===== config.mk =====
export PLATFORM = sky130hd
export DESIGN_NAME = nec_frame_decoder
export DESIGN_NICKNAME = d
export VERILOG_FILES = /design/src/rtl/nec_frame_decoder.sv
export SDC_FILE = /design/constraint.sdc
export NUM_CORES = 1
export LEC_CHECK = 0
export ABC_AREA = 1
export BUFFER_PORTS_ARGS = -buffer_cell sky130_fd_sc_hd__buf_2
export CAP_MARGIN = 20
export CORE_MARGIN = 2
export CORE_UTILIZATION = 64
export DETAILED_ROUTE_END_ITERATION = 12
export GPL_TIMING_DRIVEN = 0
export PLACE_DENSITY = 0.86
export SETUP_SLACK_MARGIN = 0.3
export SYNTH_ARGS = -nofsm -noshare
export SYNTH_HDL_FRONTEND = slang
export SYNTH_SLANG_ARGS = --single-unit

===== constraint.sdc =====
create_clock -name clk -period 5.9 [get_ports clk]
set_input_delay 0.59 -clock clk [delete_from_list [all_inputs] [get_ports clk]]
set_output_delay 0.59 -clock clk [all_outputs]
set_load 0.05 [all_outputs]

===== src/rtl/nec_frame_decoder.sv =====
// NEC IR frame decoder: synchronizes the raw receiver line, measures pulse widths in
// microseconds and validates leader, data bits, stop pulse and the inverse bytes.
module nec_frame_decoder #(
   parameter int CLK_HZ = 50_000_000,
   parameter int TOL_US = 500
) (
   input  logic        clk,
   input  logic        reset,
   input  logic        ir_signal,
   output logic [31:0] word,
   output logic [7:0]  addr,
   output logic [7:0]  cmd,
   output logic        frame_valid,
   output logic        repeat_code,
   output logic        frame_err,
   output logic        busy
);

   // state    | meaning
   // IDLE     | line idle, waiting for a leader fall
   // LEAD_LO  | timing the 9 ms leader low
   // LEAD_HI  | timing the leader high (4.5 ms frame, 2.25 ms repeat)
   // BIT_LO   | timing the low mark of a data bit
   // BIT_HI   | timing the high space that encodes the data bit
   // STOP     | all 32 bits in, timing the stop mark
   // RPT_STOP | timing the stop mark of a repeat frame
   typedef enum logic [2:0] {IDLE, LEAD_LO, LEAD_HI, BIT_LO, BIT_HI, STOP, RPT_STOP} state_t;

   localparam int DIV = CLK_HZ / 1_000_000;
   localparam int TW  = (DIV > 1) ? $clog2(DIV) : 1;

   localparam logic [15:0] LEAD_LO_MIN = 16'(9000 - TOL_US);
   localparam logic [15:0] LEAD_LO_MAX = 16'(9000 + TOL_US);
   localparam logic [15:0] LEAD_HI_MIN = 16'(4500 - TOL_US);
   localparam logic [15:0] LEAD_HI_MAX = 16'(4500 + TOL_US);
   localparam logic [15:0] RPT_HI_MIN  = 16'(2250 - TOL_US);
   localparam logic [15:0] RPT_HI_MAX  = 16'(2250 + TOL_US);
   localparam logic [15:0] SHORT_MIN   = 16'd400;
   localparam logic [15:0] SHORT_MAX   = 16'd750;
   localparam logic [15:0] LONG_MIN    = 16'd1400;
   localparam logic [15:0] LONG_MAX    = 16'd2000;
   localparam logic [15:0] TIMEOUT_US  = 16'd11000;

   state_t        state, state_nxt;
   logic          sync1, sync2, sync3;
   logic          rise, fall, edge_any;
   logic [TW-1:0] tick_cnt;
   logic          us_tick;
   logic [15:0]   dur;
   logic [4:0]    bit_cnt;
   logic [31:0]   sh;
   logic          clr_cnt, shift_en, bit_val, load_word;
   logic          valid_nxt, rpt_nxt, err_nxt;
   logic          timeout, inv_ok;

   function automatic logic in_rng(input logic [15:0] d, input logic [15:0] lo,
                                   input logic [15:0] hi);
      return (d >= lo) && (d <= hi);
   endfunction

   assign fall     = sync3 & ~sync2;
   assign rise     = ~sync3 & sync2;
   assign edge_any = fall | rise;
   assign us_tick  = (tick_cnt == '0);
   assign timeout  = (state != IDLE) && (dur > TIMEOUT_US);
   assign inv_ok   = (sh[15:8] == ~sh[7:0]) && (sh[31:24] == ~sh[23:16]);

   always_ff @(posedge clk) begin
      if (reset) begin
         sync1       <= 1'b1;
         sync2       <= 1'b1;
         sync3       <= 1'b1;
         tick_cnt    <= '0;
         dur         <= '0;
         state       <= IDLE;
         bit_cnt     <= '0;
         sh          <= '0;
         word        <= '0;
         frame_valid <= 1'b0;
         repeat_code <= 1'b0;
         frame_err   <= 1'b0;
      end else begin
         sync1 <= ir_signal;
         sync2 <= sync1;
         sync3 <= sync2;
         tick_cnt <= us_tick ? TW'(DIV - 1) : tick_cnt - 1'b1;
         if (edge_any)
            dur <= '0;
         else if (us_tick && dur != 16'hFFFF)
            dur <= dur + 16'd1;
         state <= state_nxt;
         if (clr_cnt)
            bit_cnt <= '0;
         else if (shift_en) begin
            sh[bit_cnt] <= bit_val;
            bit_cnt     <= bit_cnt + 5'd1;
         end
         if (load_word)
            word <= sh;
         frame_valid <= valid_nxt;
         repeat_code <= rpt_nxt;
         frame_err   <= err_nxt;
      end
   end

   always_comb begin
      state_nxt = state;
      clr_cnt   = 1'b0;
      shift_en  = 1'b0;
      bit_val   = 1'b0;
      load_word = 1'b0;
      valid_nxt = 1'b0;
      rpt_nxt   = 1'b0;
      err_nxt   = 1'b0;
      // A timeout wins over an edge in the same cycle; that edge is simply dropped.
      if (timeout) begin
         state_nxt = IDLE;
         err_nxt   = 1'b1;
      end else if (edge_any) begin
         state_nxt = IDLE;
         unique case (state)
            IDLE: if (fall) state_nxt = LEAD_LO;
            LEAD_LO:
               if (rise && in_rng(dur, LEAD_LO_MIN, LEAD_LO_MAX)) state_nxt = LEAD_HI;
               else err_nxt = 1'b1;
            LEAD_HI:
               if (fall && in_rng(dur, LEAD_HI_MIN, LEAD_HI_MAX)) begin
                  state_nxt = BIT_LO;
                  clr_cnt   = 1'b1;
               end else if (fall && in_rng(dur, RPT_HI_MIN, RPT_HI_MAX))
                  state_nxt = RPT_STOP;
               else err_nxt = 1'b1;
            BIT_LO:
               if (rise && in_rng(dur, SHORT_MIN, SHORT_MAX)) state_nxt = BIT_HI;
               else err_nxt = 1'b1;
            BIT_HI:
               if (fall && (in_rng(dur, SHORT_MIN, SHORT_MAX) ||
                            in_rng(dur, LONG_MIN, LONG_MAX))) begin
                  shift_en  = 1'b1;
                  bit_val   = in_rng(dur, LONG_MIN, LONG_MAX);
                  state_nxt = (bit_cnt == 5'd31) ? STOP : BIT_LO;
               end else err_nxt = 1'b1;
            STOP:
               if (rise && in_rng(dur, SHORT_MIN, SHORT_MAX) && inv_ok) begin
                  load_word = 1'b1;
                  valid_nxt = 1'b1;
               end else err_nxt = 1'b1;
            RPT_STOP:
               if (rise && in_rng(dur, SHORT_MIN, SHORT_MAX)) rpt_nxt = 1'b1;
               else err_nxt = 1'b1;
            default: err_nxt = 1'b1;
         endcase
      end
   end

   assign busy = (state != IDLE);
   assign addr = word[7:0];
   assign cmd  = word[23:16];

endmodule


### After elaboration in Yosys (flattened, before gate mapping)

Cells that the tools add are included.

* flip-flop bits (word level): 100
* input bits: 3
* logic and storage cells: 113
* output and inout port bits: 52

* reduce and logical (&&, ||, !) cells: 26
* bitwise logic cells: 10
* equality and inequality tests: 10
* muxes and demuxes: 38
* add/sub/neg operators: 3
* $lt $le $gt $ge: 13

Operators with widths (count)
* 32-bit bitwise mux: 1
* 16-bit by 11-bit >= comparator with 1-bit output, second input constant: 2
* 1-bit two-way mux: 27
* 16-bit by 1-bit adder with 16-bit output, second input constant: 1
* 8-bit equality test: 2
* 16-bit by 12-bit >= comparator with 1-bit output, second input constant: 1
* 16-bit by 14-bit >= comparator with 1-bit output, second input constant: 1
* 16-bit by 9-bit >= comparator with 1-bit output, second input constant: 1
* 16-bit by 14-bit > comparator with 1-bit output, second input constant: 1
* 16-bit by 10-bit less-or-equal comparator with 1-bit output, second input constant: 1
* 16-bit by 11-bit less-or-equal comparator with 1-bit output, second input constant: 1
* 16-bit by 12-bit less-or-equal comparator with 1-bit output, second input constant: 1
* 16-bit by 13-bit less-or-equal comparator with 1-bit output, second input constant: 1
* 16-bit by 14-bit less-or-equal comparator with 1-bit output, second input constant: 1
* 16-bit inequality test, second input constant: 1
* 8-bit inverter: 2
* 1-bit logical AND: 15
* 3-bit two-way mux: 5
* 3-bit case mux with 5 select lines: 1
* 2-bit OR reduction: 5
* 3-bit equality test, second input constant: 3
* 3-bit by 2-bit equality test with 1-bit output, second input constant: 2
* 6-bit zero test: 1
* 5-bit by 6-bit less-than comparator with 1-bit output, second input constant: 1
* other kinds (17): 22

### Depth between registers and ports, before layout

* word-level depth: 9
* depth in mapped cells: 17

### Worst setup path before layout

OpenSTA, ideal clock, no wires.

* path kind: flip-flop to flip-flop
* from: register tick_cnt[0]
* to: register dur[11]
* setup slack: 4048 ps
* data arrival time: 1733 ps
* library setup time: 119 ps
* cell stages (with the launch flop): 12
* clock period less this slack: 1852 ps
* cells stage by stage: dfxtp_1 -> inv_1 -> ha_1 -> inv_1 -> nor4_1 -> nand2_1 -> nor2_1 -> nand2_1 -> nor2_1 -> nand2_1 -> o21ai_0 -> a21oi_1

* cells in the longest elaborated chain, start to end: 2

Ends and longest elaborated chain
* start: declaration: line 47 `logic [TW-1:0] tick_cnt;`
* start signal: assignment: line 86 `tick_cnt <= us_tick ? TW'(DIV - 1) : tick_cnt - 1'b1;`
* 6-bit zero test: line 64 `assign us_tick = (tick_cnt == '0);`
* 1-bit logical AND: line 89 `else if (us_tick && dur != 16'hFFFF)`
* end signal: assignment: line 90 `dur <= dur + 16'd1;`
* end: declaration: line 49 `logic [15:0] dur;`

Every way passes these cells.
A chain may end at the register's enable or synchronous reset.

### Final worst setup path

* from: register dur[12]
* to: register sh[28]

* cells in the longest elaborated chain, start to end: 9
* elaborated cells on any way between the ends: 29
* those cells by class: 7 x order compare; 13 x mux; 1 x bitwise; 8 x reduce/logical

Ends and longest elaborated chain
* 16-bit by 9-bit >= comparator with 1-bit output, or another cell as far along: line 58 `return (d >= lo) && (d <= hi);`
* 1-bit logical AND: line 58
* 1-bit logical OR / 1-bit logical AND (equally long branches): line 137, 127
* 1-bit logical AND / 1-bit two-way mux (equally long branches): line 137, 127
* 1-bit two-way mux, on equally long branches: line 137, 121
* 1-bit two-way mux, on equally long branches: line 121, 119
* 1-bit two-way mux, on equally long branches: line 119, 116
* 1-bit two-way mux / 1-bit inverter (equally long branches)
* 32-bit bitwise mux / 2-bit AND reduction (equally long branches)
* end signal: indexed assignment: line 95 `sh[bit_cnt] <= bit_val;`
* end: declaration: line 51 `logic [31:0] sh;`

Several ways; a longest one is shown, not always the timed one.

==> results.ini <==
[timing]
fmax_mhz=416
final.setup_skew_ns=0.0141
final.min_clock_period_ns=2.40
finalSetupTns_ns=0
rsz0062_at_grt=false
slew_headroom_pct=48.2
setup-violations-final=0
fin_crit_sh_pct=40.8
hold_violations=0
slew_viol_final=0
tightest_slew_ns=0.772
worst_slack_ns=3.50

[critical_path]
crit_fanout=10
cp_num_buf_inv=3
rr_worst_depth=12
worstPathArrival_ns=2.69
reg2reg_setup_slack_ns=3.50
timing.rr.end=sh[28]
slowest_stage=dfxtp_1
r2r_start=dur[12]
worstSetupPathType=flop to flop
crit_chain=inv_1, nand2_1, nor2_1, a21oi_1, nand2_1, a21oi_4, nand2_4, inv_4, buf_4, nand3_1, nand2_1, nor2_1
critPathMaxStageDelay_ns=0.49
critPathCaptureType=flop
crit_top_cell=nand2_1
cp-start-kind=flop
required_ns=6.18
cpLargestDelayFamily=simple AND/OR/NAND/NOR gates

[placement]
hpwl_um=12100
placed_area_sq_mm=0.00615
dpl_worst_slack_ns=3.58
gp_congestion=0.981
port_buffers=54

[cts]
cts_setup_buffers=0
cts-root-buf=clkbuf_8
ctsResizeCount=0
cts_buffers=9
clock_sinks=100
cts-htree-levels=3
clk_latency_ns=0.39
cts_buffer_depth=2
path_clk_slew_ns=0.11
cts_tree=done
postCtsHoldBufs=0

[synth]
yosysTopAreaCell=dfxtp_1
synth.most_common_cell=nand2_1
synth_common_cells=nand2_1 (188), nor2_1 (166), dfxtp_1 (100), inv_1 (83), a21oi_1 (59)
synth_top_area_share_pct=34.8
mappedNetlistArea_sq_mm=0.00575
avgSynthCellArea_sq_um=6.46
synth-edff-count=0
yosys_warnings=0
synth_cell_types=41
syn_nets=903
yosys_register_bits=100
synth-seq-area-share_pct=34.8
synthFlopType=dfxtp_1
async_reset_ff_share_pct=0
syn_inst=889
synth_area_leaders=dfxtp_1 (35%), nand2_1 (12%), nor2_1 (11%)

[power_and_ir_drop]
p_sw_share_pct=30.8
pwr-share-clk_pct=32.6
power_density_mw_per_mm2=211
p_seq_share_pct=53.5
p_int_mw=0.927
pwr-share-comb_pct=13.9
switchingPower_mw=0.413
p_leak_nw=2.73
irDropWorstVdd_v=0.000191

[global_routing]
grt.total_usage_pct=31.9
overflow=0
grt_pass1_vias=5546
grt_max_degree=20
antenna_found_initial=0
grt_pass1_wl_um=25400

[cells_and_area]
syn_to_final_growth_pct=10.4
drive_above_1_share_pct=14.2
fin_area_sq_mm=0.00634
fin_nets=968
antenna_cells=0
fillers=718

[die]
die_y_um=98.8
die_w_um=98.8
start_util_pct=65.9
die-area_sq_mm=0.00975
rows=34
core_sq_mm=0.00872
io_pins=55

[detailed_routing]
ant_nets=0
routed_wl_um=15500
route.detailed.drc=0
vias=6056
drt_iter0_drc=457
wl_per_cell_um=14.5
viasPerCell=5.68
firstDrtPassIters=5

[run_status]
status=finished clean

[hold_path]
min-delay-start=ir_signal
whs_path_depth=2
worstHoldPathType=input pin to flop
min_to=sync1

[flow_run]
max-cap-violations=0

## layout by cell type (no fill, tap or decap), types with 11 or more instances in the layout
master,instances
buf_4,21
inv_1,83
nand3_1,46
ha_1,11
buf_2,63
o21ai_1,14
clkbuf_1,15
nor3_1,19
o21ai_0,56
nor2_1,166
dfxtp_1,100
nand2_1,188
a21oi_1,59
a31oi_1,35
## how the worst max path moves through the flow
stage                 from        to  slack (ns)  depth (start not counted)
3_5_place_dp       dur[12]  word[13]        3.58                         10
5_1_grt        tick_cnt[0]   dur[11]        3.28                         11
3_3_place_gp       dur[13]   word[5]        3.63                         13
6_report           dur[12]    sh[28]        3.50                         12
2_1_floorplan  tick_cnt[0]   dur[11]        4.05                         11
4_1_cts            dur[12]    sh[28]        3.55                         12
## through the flow
stage | cells | util, % | hold slack (ns) | power [mW]
after floorplan | 889 | - | 0.389 | 0.867
after global placement | 1051 | 70.5 | 0.393 | 0.906
after detailed placement | 1051 | 70.5 | 0.399 | 0.915
after CTS | 1067 | 72.7 | 0.376 | 1.34
after global routing | 1067 | 72.7 | 0.384 | 1.39
final | 1067 | 72.7 | 0.379 | 1.34
## flip-flops by register name, indices dropped and copies added (netlist names)
register and flops:
bit_cnt 5, dur 16, frame_err 1, frame_valid 1, repeat_code 1, sh 32, state 3, sync1 1
sync2 1, sync3 1, tick_cnt 6, word 32
## area by class of cell
cell class / count / area, sq um / share of cell area (%)
multi-input combinational: 645 / 3080 / 48.5
timing repair buffer: 54 / 270 / 4.26
clock buffer: 9 / 124 / 1.95
clock inverter: 7 / 68.8 / 1.08
sequential: 100 / 2000 / 31.6
tap: 108 / 135 / 2.13
buffer: 52 / 318 / 5.01
inverter: 92 / 348 / 5.48
## per-layer routing
metal	up-vias	GRT usage [%]	wire length (um)
li1	3015	-	-
met1	2716	40.4	6470
met2	275	53.4	7260
met3	50	5.25	1160
met4	0	14.0	568
met5	-	0	0
## cells by family (layout without fill, tap and decap cells)
logic type | Yosys count | count (layout) | synth area share [%]
AO/OA/AOI/OAI | 174 | 174 | 16.5
XOR/XNOR | 7 | 7 | 1.07
adder cells (fa/ha/maj) | 11 | 11 | 2.40
buffers and inverters | 144 | 214 | 11.6
flip-flops | 100 | 100 | 34.8
AND/OR/NAND/NOR | 453 | 453 | 33.6
## power groups by stage
stage	clock, mW	combinational [mW]	sequential (mW)
global route	0.464	0.211	0.719
CTS	0.436	0.184	0.716
floorplan	0	0.140	0.727
global placement	0	0.176	0.730
finish	0.436	0.186	0.717
detailed placement	0	0.184	0.732
Note: power is estimated with default switching activity, not from simulation.
